File: src/rtl/insn_buffer_pkg.sv
// Types shared between the instruction buffer and the decode stage.
package insn_buffer_pkg;

    localparam int INSN_BUFFER_ENTRY_COUNT = 8;

    typedef struct packed {
        logic [31:0] pc;
        logic [15:0] insn;
        logic        fault;
    } insn_buffer_entry_t;

    function automatic insn_buffer_entry_t make_entry(input logic [31:0] pc,
                                                      input logic [15:0] insn,
                                                      input logic        fault);
        insn_buffer_entry_t e;
        e.pc    = pc;
        e.insn  = insn;
        e.fault = fault;
        return e;
    endfunction

endpackage

File: src/rtl/insn_buffer_if.sv
// Fetch-side push and decode-side pop signals of the instruction buffer.
interface insn_buffer_if import insn_buffer_pkg::*; #(
    parameter int ENTRY_COUNT = INSN_BUFFER_ENTRY_COUNT
);
    localparam int COUNT_WIDTH = $clog2(ENTRY_COUNT) + 1;

    logic                   write_valid;
    logic [31:0]            write_pc;
    logic [31:0]            write_insn;
    logic                   write_fault;
    logic                   write_ready;
    logic [COUNT_WIDTH-1:0] readable_entry_count;
    logic [31:0]            read_entry_low_pc;
    logic [15:0]            read_entry_low_insn;
    logic                   read_entry_low_fault;
    logic [31:0]            read_entry_high_pc;
    logic [15:0]            read_entry_high_insn;
    logic                   read_entry_high_fault;
    logic                   read_low;
    logic                   read_high;

    // Fetch and decode together form the master side; the buffer is the slave.
    modport master (
        output write_valid, write_pc, write_insn, write_fault, read_low, read_high,
        input  write_ready, readable_entry_count,
               read_entry_low_pc, read_entry_low_insn, read_entry_low_fault,
               read_entry_high_pc, read_entry_high_insn, read_entry_high_fault
    );

    modport slave (
        input  write_valid, write_pc, write_insn, write_fault, read_low, read_high,
        output write_ready, readable_entry_count,
               read_entry_low_pc, read_entry_low_insn, read_entry_low_fault,
               read_entry_high_pc, read_entry_high_insn, read_entry_high_fault
    );

endinterface

File: src/rtl/insn_buffer_ram.sv
// Entry register file: two write ports, two asynchronous read ports.
module insn_buffer_ram import insn_buffer_pkg::*; #(
    parameter  int ENTRY_COUNT = INSN_BUFFER_ENTRY_COUNT,
    localparam int PTR_WIDTH   = $clog2(ENTRY_COUNT)
) (
    input  logic                 clk,
    input  logic                 we0,
    input  logic [PTR_WIDTH-1:0] waddr0,
    input  insn_buffer_entry_t   wdata0,
    input  logic                 we1,
    input  logic [PTR_WIDTH-1:0] waddr1,
    input  insn_buffer_entry_t   wdata1,
    input  logic [PTR_WIDTH-1:0] raddr0,
    input  logic [PTR_WIDTH-1:0] raddr1,
    output insn_buffer_entry_t   rdata0,
    output insn_buffer_entry_t   rdata1
);

    insn_buffer_entry_t mem_q [ENTRY_COUNT];
    insn_buffer_entry_t mem_d [ENTRY_COUNT];

    // waddr0 and waddr1 are always distinct (tail, tail+1), so port order is irrelevant.
    always_comb begin
        mem_d = mem_q;
        if (we0) mem_d[waddr0] = wdata0;
        if (we1) mem_d[waddr1] = wdata1;
    end

    always_ff @(posedge clk) begin
        mem_q <= mem_d;
    end

    assign rdata0 = mem_q[raddr0];
    assign rdata1 = mem_q[raddr1];

endmodule

File: src/rtl/insn_buffer.sv
// Halfword-granular instruction FIFO between fetch and decode; pointer, count and control.
module insn_buffer import insn_buffer_pkg::*; #(
    parameter  int ENTRY_COUNT = INSN_BUFFER_ENTRY_COUNT,
    localparam int PTR_WIDTH   = $clog2(ENTRY_COUNT),
    localparam int COUNT_WIDTH = PTR_WIDTH + 1
) (
    input  logic          clk,
    input  logic          rst_n,
    input  logic          flush,
    insn_buffer_if.slave  bus
);

    logic [PTR_WIDTH-1:0]   head_q, head_d;
    logic [PTR_WIDTH-1:0]   tail_q, tail_d;
    logic [COUNT_WIDTH-1:0] count_q, count_d;

    logic               write_ready;
    logic               push;
    logic               push_two;
    logic [1:0]         push_n;
    logic [1:0]         pop_req;
    logic [1:0]         pop_n;
    insn_buffer_entry_t wdata0, wdata1;
    insn_buffer_entry_t rdata0, rdata1;

    assign write_ready = count_q <= COUNT_WIDTH'(ENTRY_COUNT - 2);

    always_comb begin
        push     = bus.write_valid && write_ready && !flush;
        push_two = push && !bus.write_pc[1];
        push_n   = {1'b0, push} + {1'b0, push_two};
        pop_req  = {1'b0, bus.read_low} + {1'b0, bus.read_low && bus.read_high};
        // Over-request only happens with count < 2, so the low bits of count are exact.
        pop_n    = (COUNT_WIDTH'(pop_req) > count_q) ? count_q[1:0] : pop_req;

        wdata0 = make_entry(bus.write_pc,
                            bus.write_pc[1] ? bus.write_insn[31:16] : bus.write_insn[15:0],
                            bus.write_fault);
        wdata1 = make_entry(bus.write_pc + 32'd2, bus.write_insn[31:16], bus.write_fault);

        head_d  = head_q + PTR_WIDTH'(pop_n);
        tail_d  = tail_q + PTR_WIDTH'(push_n);
        count_d = count_q + COUNT_WIDTH'(push_n) - COUNT_WIDTH'(pop_n);
        if (flush) begin
            head_d  = '0;
            tail_d  = '0;
            count_d = '0;
        end
    end

    always_ff @(posedge clk) begin
        if (!rst_n) begin
            head_q  <= '0;
            tail_q  <= '0;
            count_q <= '0;
        end else begin
            head_q  <= head_d;
            tail_q  <= tail_d;
            count_q <= count_d;
        end
    end

    insn_buffer_ram #(.ENTRY_COUNT(ENTRY_COUNT)) u_ram (
        .clk    (clk),
        .we0    (push),
        .waddr0 (tail_q),
        .wdata0 (wdata0),
        .we1    (push_two),
        .waddr1 (tail_q + PTR_WIDTH'(1)),
        .wdata1 (wdata1),
        .raddr0 (head_q),
        .raddr1 (head_q + PTR_WIDTH'(1)),
        .rdata0 (rdata0),
        .rdata1 (rdata1)
    );

    assign bus.write_ready          = write_ready;
    assign bus.readable_entry_count = count_q;

    // Stale storage is never exposed: each slot reads zero unless occupied.
    always_comb begin
        bus.read_entry_low_pc     = '0;
        bus.read_entry_low_insn   = '0;
        bus.read_entry_low_fault  = 1'b0;
        bus.read_entry_high_pc    = '0;
        bus.read_entry_high_insn  = '0;
        bus.read_entry_high_fault = 1'b0;
        if (count_q != '0) begin
            bus.read_entry_low_pc    = rdata0.pc;
            bus.read_entry_low_insn  = rdata0.insn;
            bus.read_entry_low_fault = rdata0.fault;
        end
        if (count_q >= COUNT_WIDTH'(2)) begin
            bus.read_entry_high_pc    = rdata1.pc;
            bus.read_entry_high_insn  = rdata1.insn;
            bus.read_entry_high_fault = rdata1.fault;
        end
    end

    a_count_bound: assert property (@(posedge clk) disable iff (!rst_n)
        count_q <= COUNT_WIDTH'(ENTRY_COUNT));
    a_pc_aligned: assert property (@(posedge clk) disable iff (!rst_n)
        bus.write_valid |-> !bus.write_pc[0]);
    a_push_ready: assert property (@(posedge clk) disable iff (!rst_n)
        push |-> write_ready);
    a_high_needs_low: assert property (@(posedge clk) disable iff (!rst_n)
        bus.read_high |-> bus.read_low);

endmodule

File: src/flat_wrapper.sv
// flat-port wrapper written by rule: the top's interface ports become plain ports
module insn_buffer_flat import insn_buffer_pkg::*;
#(
    parameter  int ENTRY_COUNT = INSN_BUFFER_ENTRY_COUNT,
    localparam int PTR_WIDTH   = $clog2(ENTRY_COUNT),
    localparam int COUNT_WIDTH = PTR_WIDTH + 1
)
  (clk, rst_n, flush, bus_write_valid, bus_write_pc, bus_write_insn, bus_write_fault, bus_read_low, bus_read_high, bus_write_ready, bus_readable_entry_count, bus_read_entry_low_pc, bus_read_entry_low_insn, bus_read_entry_low_fault, bus_read_entry_high_pc, bus_read_entry_high_insn, bus_read_entry_high_fault);
  insn_buffer_if #(.ENTRY_COUNT(ENTRY_COUNT)) bus_i ();
  input  logic clk;
  input  logic rst_n;
  input  logic flush;
  input wire logic [$bits(bus_i.write_valid)-1:0] bus_write_valid;
  input wire logic [$bits(bus_i.write_pc)-1:0] bus_write_pc;
  input wire logic [$bits(bus_i.write_insn)-1:0] bus_write_insn;
  input wire logic [$bits(bus_i.write_fault)-1:0] bus_write_fault;
  input wire logic [$bits(bus_i.read_low)-1:0] bus_read_low;
  input wire logic [$bits(bus_i.read_high)-1:0] bus_read_high;
  output wire logic [$bits(bus_i.write_ready)-1:0] bus_write_ready;
  output wire logic [$bits(bus_i.readable_entry_count)-1:0] bus_readable_entry_count;
  output wire logic [$bits(bus_i.read_entry_low_pc)-1:0] bus_read_entry_low_pc;
  output wire logic [$bits(bus_i.read_entry_low_insn)-1:0] bus_read_entry_low_insn;
  output wire logic [$bits(bus_i.read_entry_low_fault)-1:0] bus_read_entry_low_fault;
  output wire logic [$bits(bus_i.read_entry_high_pc)-1:0] bus_read_entry_high_pc;
  output wire logic [$bits(bus_i.read_entry_high_insn)-1:0] bus_read_entry_high_insn;
  output wire logic [$bits(bus_i.read_entry_high_fault)-1:0] bus_read_entry_high_fault;
  assign bus_i.write_valid = bus_write_valid;
  assign bus_i.write_pc = bus_write_pc;
  assign bus_i.write_insn = bus_write_insn;
  assign bus_i.write_fault = bus_write_fault;
  assign bus_i.read_low = bus_read_low;
  assign bus_i.read_high = bus_read_high;
  assign bus_write_ready = bus_i.write_ready;
  assign bus_readable_entry_count = bus_i.readable_entry_count;
  assign bus_read_entry_low_pc = bus_i.read_entry_low_pc;
  assign bus_read_entry_low_insn = bus_i.read_entry_low_insn;
  assign bus_read_entry_low_fault = bus_i.read_entry_low_fault;
  assign bus_read_entry_high_pc = bus_i.read_entry_high_pc;
  assign bus_read_entry_high_insn = bus_i.read_entry_high_insn;
  assign bus_read_entry_high_fault = bus_i.read_entry_high_fault;
  insn_buffer #(.ENTRY_COUNT(ENTRY_COUNT)) u_core (.clk(clk), .rst_n(rst_n), .flush(flush), .bus(bus_i));
endmodule
File: config.mk
export PLATFORM = sky130hd
export DESIGN_NAME = insn_buffer_flat
export DESIGN_NICKNAME = d
export VERILOG_FILES = /design/src/rtl/insn_buffer_pkg.sv /design/src/rtl/insn_buffer_if.sv /design/src/rtl/insn_buffer_ram.sv /design/src/rtl/insn_buffer.sv /design/src/flat_wrapper.sv
export SDC_FILE = /design/constraint.sdc
export NUM_CORES = 1
export LEC_CHECK = 0
export CAP_MARGIN = 30
export CORE_ASPECT_RATIO = 1.1
export CORE_MARGIN = 2
export CORE_UTILIZATION = 35
export CTS_CLUSTER_DIAMETER = 100
export DETAILED_ROUTE_END_ITERATION = 8
export PLACE_DENSITY = 0.52
export SLEW_MARGIN = 20
export SYNTH_ARGS = -nofsm -noshare
export SYNTH_HDL_FRONTEND = slang
export SYNTH_HIERARCHICAL = 1
export SYNTH_SLANG_ARGS = --single-unit
File: constraint.sdc
create_clock -name clk -period 5.2 [get_ports clk]
set_input_delay 0.52 -clock clk [delete_from_list [all_inputs] [get_ports clk]]
set_output_delay 0.52 -clock clk [all_outputs]
set_load 0.01 [all_outputs]
==> impl_metrics.yaml <==
outcome:
  status: "completed"
placement:
  portBuffers: 173
  dpl.hpwl_um: 47300
  gp_congestion: 0.758
  dpl_cell_area_sq_um: 26500
  dp_cells: 3310
clock_network:
  cts_tree: "yes"
  post_cts_buffers: 0
  clkLatencyLatePin_ps: 590
  cts_root_buf: "clkbuf_16"
  cts_max_level: 2
  hold_buffers: 0
  cts-resized-gates: 0
  cts.clk_slew.worst_paths_ps: 60
  cts_made_buffers: 46
  clock_path_buffers: 3
  cts.sinks: 402
sta:
  final.setup.tns_ps: 0
  final_min_period_over_clock_period_pct: 82.7
  finalSetupViolations: 0
  maxSlewViolCount: 0
  fmax_mhz: 233
  fin_crit_ps: 4300
  timing.hold.ws_ps: 538
  rsz0062_at_grt: "false"
  max-slew-margin-rel_pct: 33.1
  hold_viol: 0
  finClkSkew_ps: 17.2
  worstMarginPinSlew_ps: 1000
pwr:
  power.net_switching_uw: 4040
  powerDensity_nw_per_um2: 445
  cellLeakagePower_uw: 0.0110
  switching_share_pct: 32.3
  peakVddDrop_uv: 525
  cellInternalPower_uw: 8470
  power_frac_comb_pct: 37.5
  clock_power_share_pct: 27.4
  seqPwrFrac_pct: 35.0
routing:
  avgViaCountPerCell: 5.56
  drt-initial-drc-count: 1483
  drc: 0
  wl_per_cell_um: 23.8
  drt_pass1_iterations: 8
  routed_wl_um: 80800
  vias: 18866
  ant_nets: 0
floorplan:
  die_width_um: 257
  die_area_sq_um: 72500
  dieHeight_um: 282
  std_cell_rows: 101
  coreArea_sq_um: 69400
  initial_utilization_pct: 35.5
  io_pins: 174
logic_synthesis:
  synth.distinct_cells: 50
  ys_warn_count: 6
  synth_top_cell_area_share_pct: 32.7
  synth_top_area_cell: "dfxtp_1"
  synth_seq_cells: 402
  synthArstFlopShare_pct: 0
  syn-num-nets: 2554
  ys_seq_area_share_pct: 32.7
  synth.top_cells.by_area: "dfxtp_1 (33%), mux4_2 (18%), mux2i_1 (16%)"
  synth.avg_cell_area_sq_um: 9.98
  synth_flop_cell: "dfxtp_1"
  syn_inst: 2466
  syn-cell-area_sq_um: 24600
  synth_edf_count: 0
global_route:
  grt_start_max_net_pins: 71
  grt_pass1_wl_um: 121000
  overflow: 0
  grt_use_total_pct: 21.9
  grt_pass1_vias: 19301
  antenna_found_initial: 2
critical_path:
  end_kind: "primary output"
  required_ps: 4680
  cp_max_fo: 37
  arrival_ps: 3780
  startpoint_type: "flip-flop"
  critPathKind: "flip-flop to primary output"
finish:
  utilization_pct: 40.5
  multi_input_area_sq_um: 15100
  area_growth_pct: 14.2
  final_area_sq_um: 28100
  nFillCells: 6615
  layout-drive-gt1-share_pct: 18.6
  instances_no_fill: 3395
  seqCellArea_sq_um: 8060
  layout_commonest_cell: "dfxtp_1"
  layout.nets: 2519
  final_cell_mix: "dfxtp_1 (399), mux2i_1 (393), nand2_1 (208), nor2_1 (208), a21oi_1 (198)"
  antennaDiodeCount: 0
worst_hold_path:
  hold_class: "input port to flip-flop"
job:
  cap_violations: 0
cell usage after synthesis (4+ instances only):
cell,instances
nand2_1,209
mux4_2,196
buf_6,13
o21ai_0,119
nand3_1,19
clkbuf_1,150
mux2i_1,393
a21oi_1,198
inv_1,15
nand4_1,10
and2b_1,7
and2_1,56
nor3_1,5
mux2_2,104
buf_2,72
mux2_4,10
nor2b_1,45
xnor2_1,22
buf_1,7
ha_1,13
o21ai_1,79
fa_1,4
xor2_1,13
buf_4,27
dfxtp_1,402
nand4b_1,6
clkbuf_2,29
nor2_1,208
path summary, 6_finish.rpt:
check / start / slack, ps / endpoint / depth (start not counted)
hold / removal: bus_write_pc[1] / 540 / u_core/u_ram/mem_q[313]$_DFF_P_ / 4
hold reg to reg: u_core/u_ram/mem_q[193]$_DFF_P_ / 550 / u_core/u_ram/mem_q[193]$_DFF_P_ / 2
setup reg to reg: u_core/bus.readable_entry_count[3]$_SDFF_PP0_ / 1630 / u_core/u_ram/mem_q[348]$_DFF_P_ / 9
setup / recovery: u_core/head_q[0]$_SDFF_PP0_ / 900 / bus_read_entry_high_pc[21] / 6
power by group through the flow:
| stage | Sequential [uW] | Combinational, uW | Clock (uW) |
|---|---|---|---|
| global placement | 4360 | 4670 | 0 |
| finish | 4380 | 4690 | 3430 |
| CTS | 4380 | 4750 | 3500 |
| global route | 4480 | 5060 | 3620 |
| detailed placement | 4430 | 4730 | 0 |
| floorplan | 4230 | 3030 | 0 |
flip-flops by register name, indices dropped and copies added, names as in the netlist:
register and flops:
u_core/u_ram/mem_q 392, u_core/tail_q 3, u_core/head_q 3, u_core/bus.readable_entry_count 4
layout make-up:
cell class                 count  share of cell area (%)
clock buffer                  69                    5.13
inverter                      15                   0.218
tap                          927                    4.12
clock inverter                16                   0.574
sequential                   402                    28.7
multi-input combinational   1748                    53.6
timing repair buffer         218                    7.70
metrics by stage:
step / total power (uW) / setup WS (ps)
6_report: 12500 / 902
3_5_place_dp: 9160 / 1450
4_1_cts: 12600 / 887
2_1_floorplan: 7270 / 2340
3_3_place_gp: 9030 / 1510
5_1_grt: 13200 / 808
critical path: stages, from the launching register on:
cell and delay, ps:
dfxtp_4 720, ha_4 720, buf_4 420, mux4_2 350, mux2_4 260, and2_1 190
clkdlybuf4s50_1 490
cells by family after synthesis:
group | after synthesis | synth area share [%]
mux | 703 | 39.3
simple gates | 592 | 11.3
flops | 402 | 32.7
compound gates | 401 | 8.20
buf+inv | 316 | 6.32
xor+xnor | 35 | 1.25
fa+ha+maj | 17 | 0.986
metal layers:
layer	track usage [%]	up-vias	wire length, um	share of wire, %
li1	-	8748	-	-
met1	28.2	9375	34900	43
met2	37.9	590	39400	49
met3	2.97	149	4270	5.3
met4	7.39	4	2240	2.8
met5	0	-	27	0.033
Note: power is estimated with default switching activity, not from simulation.
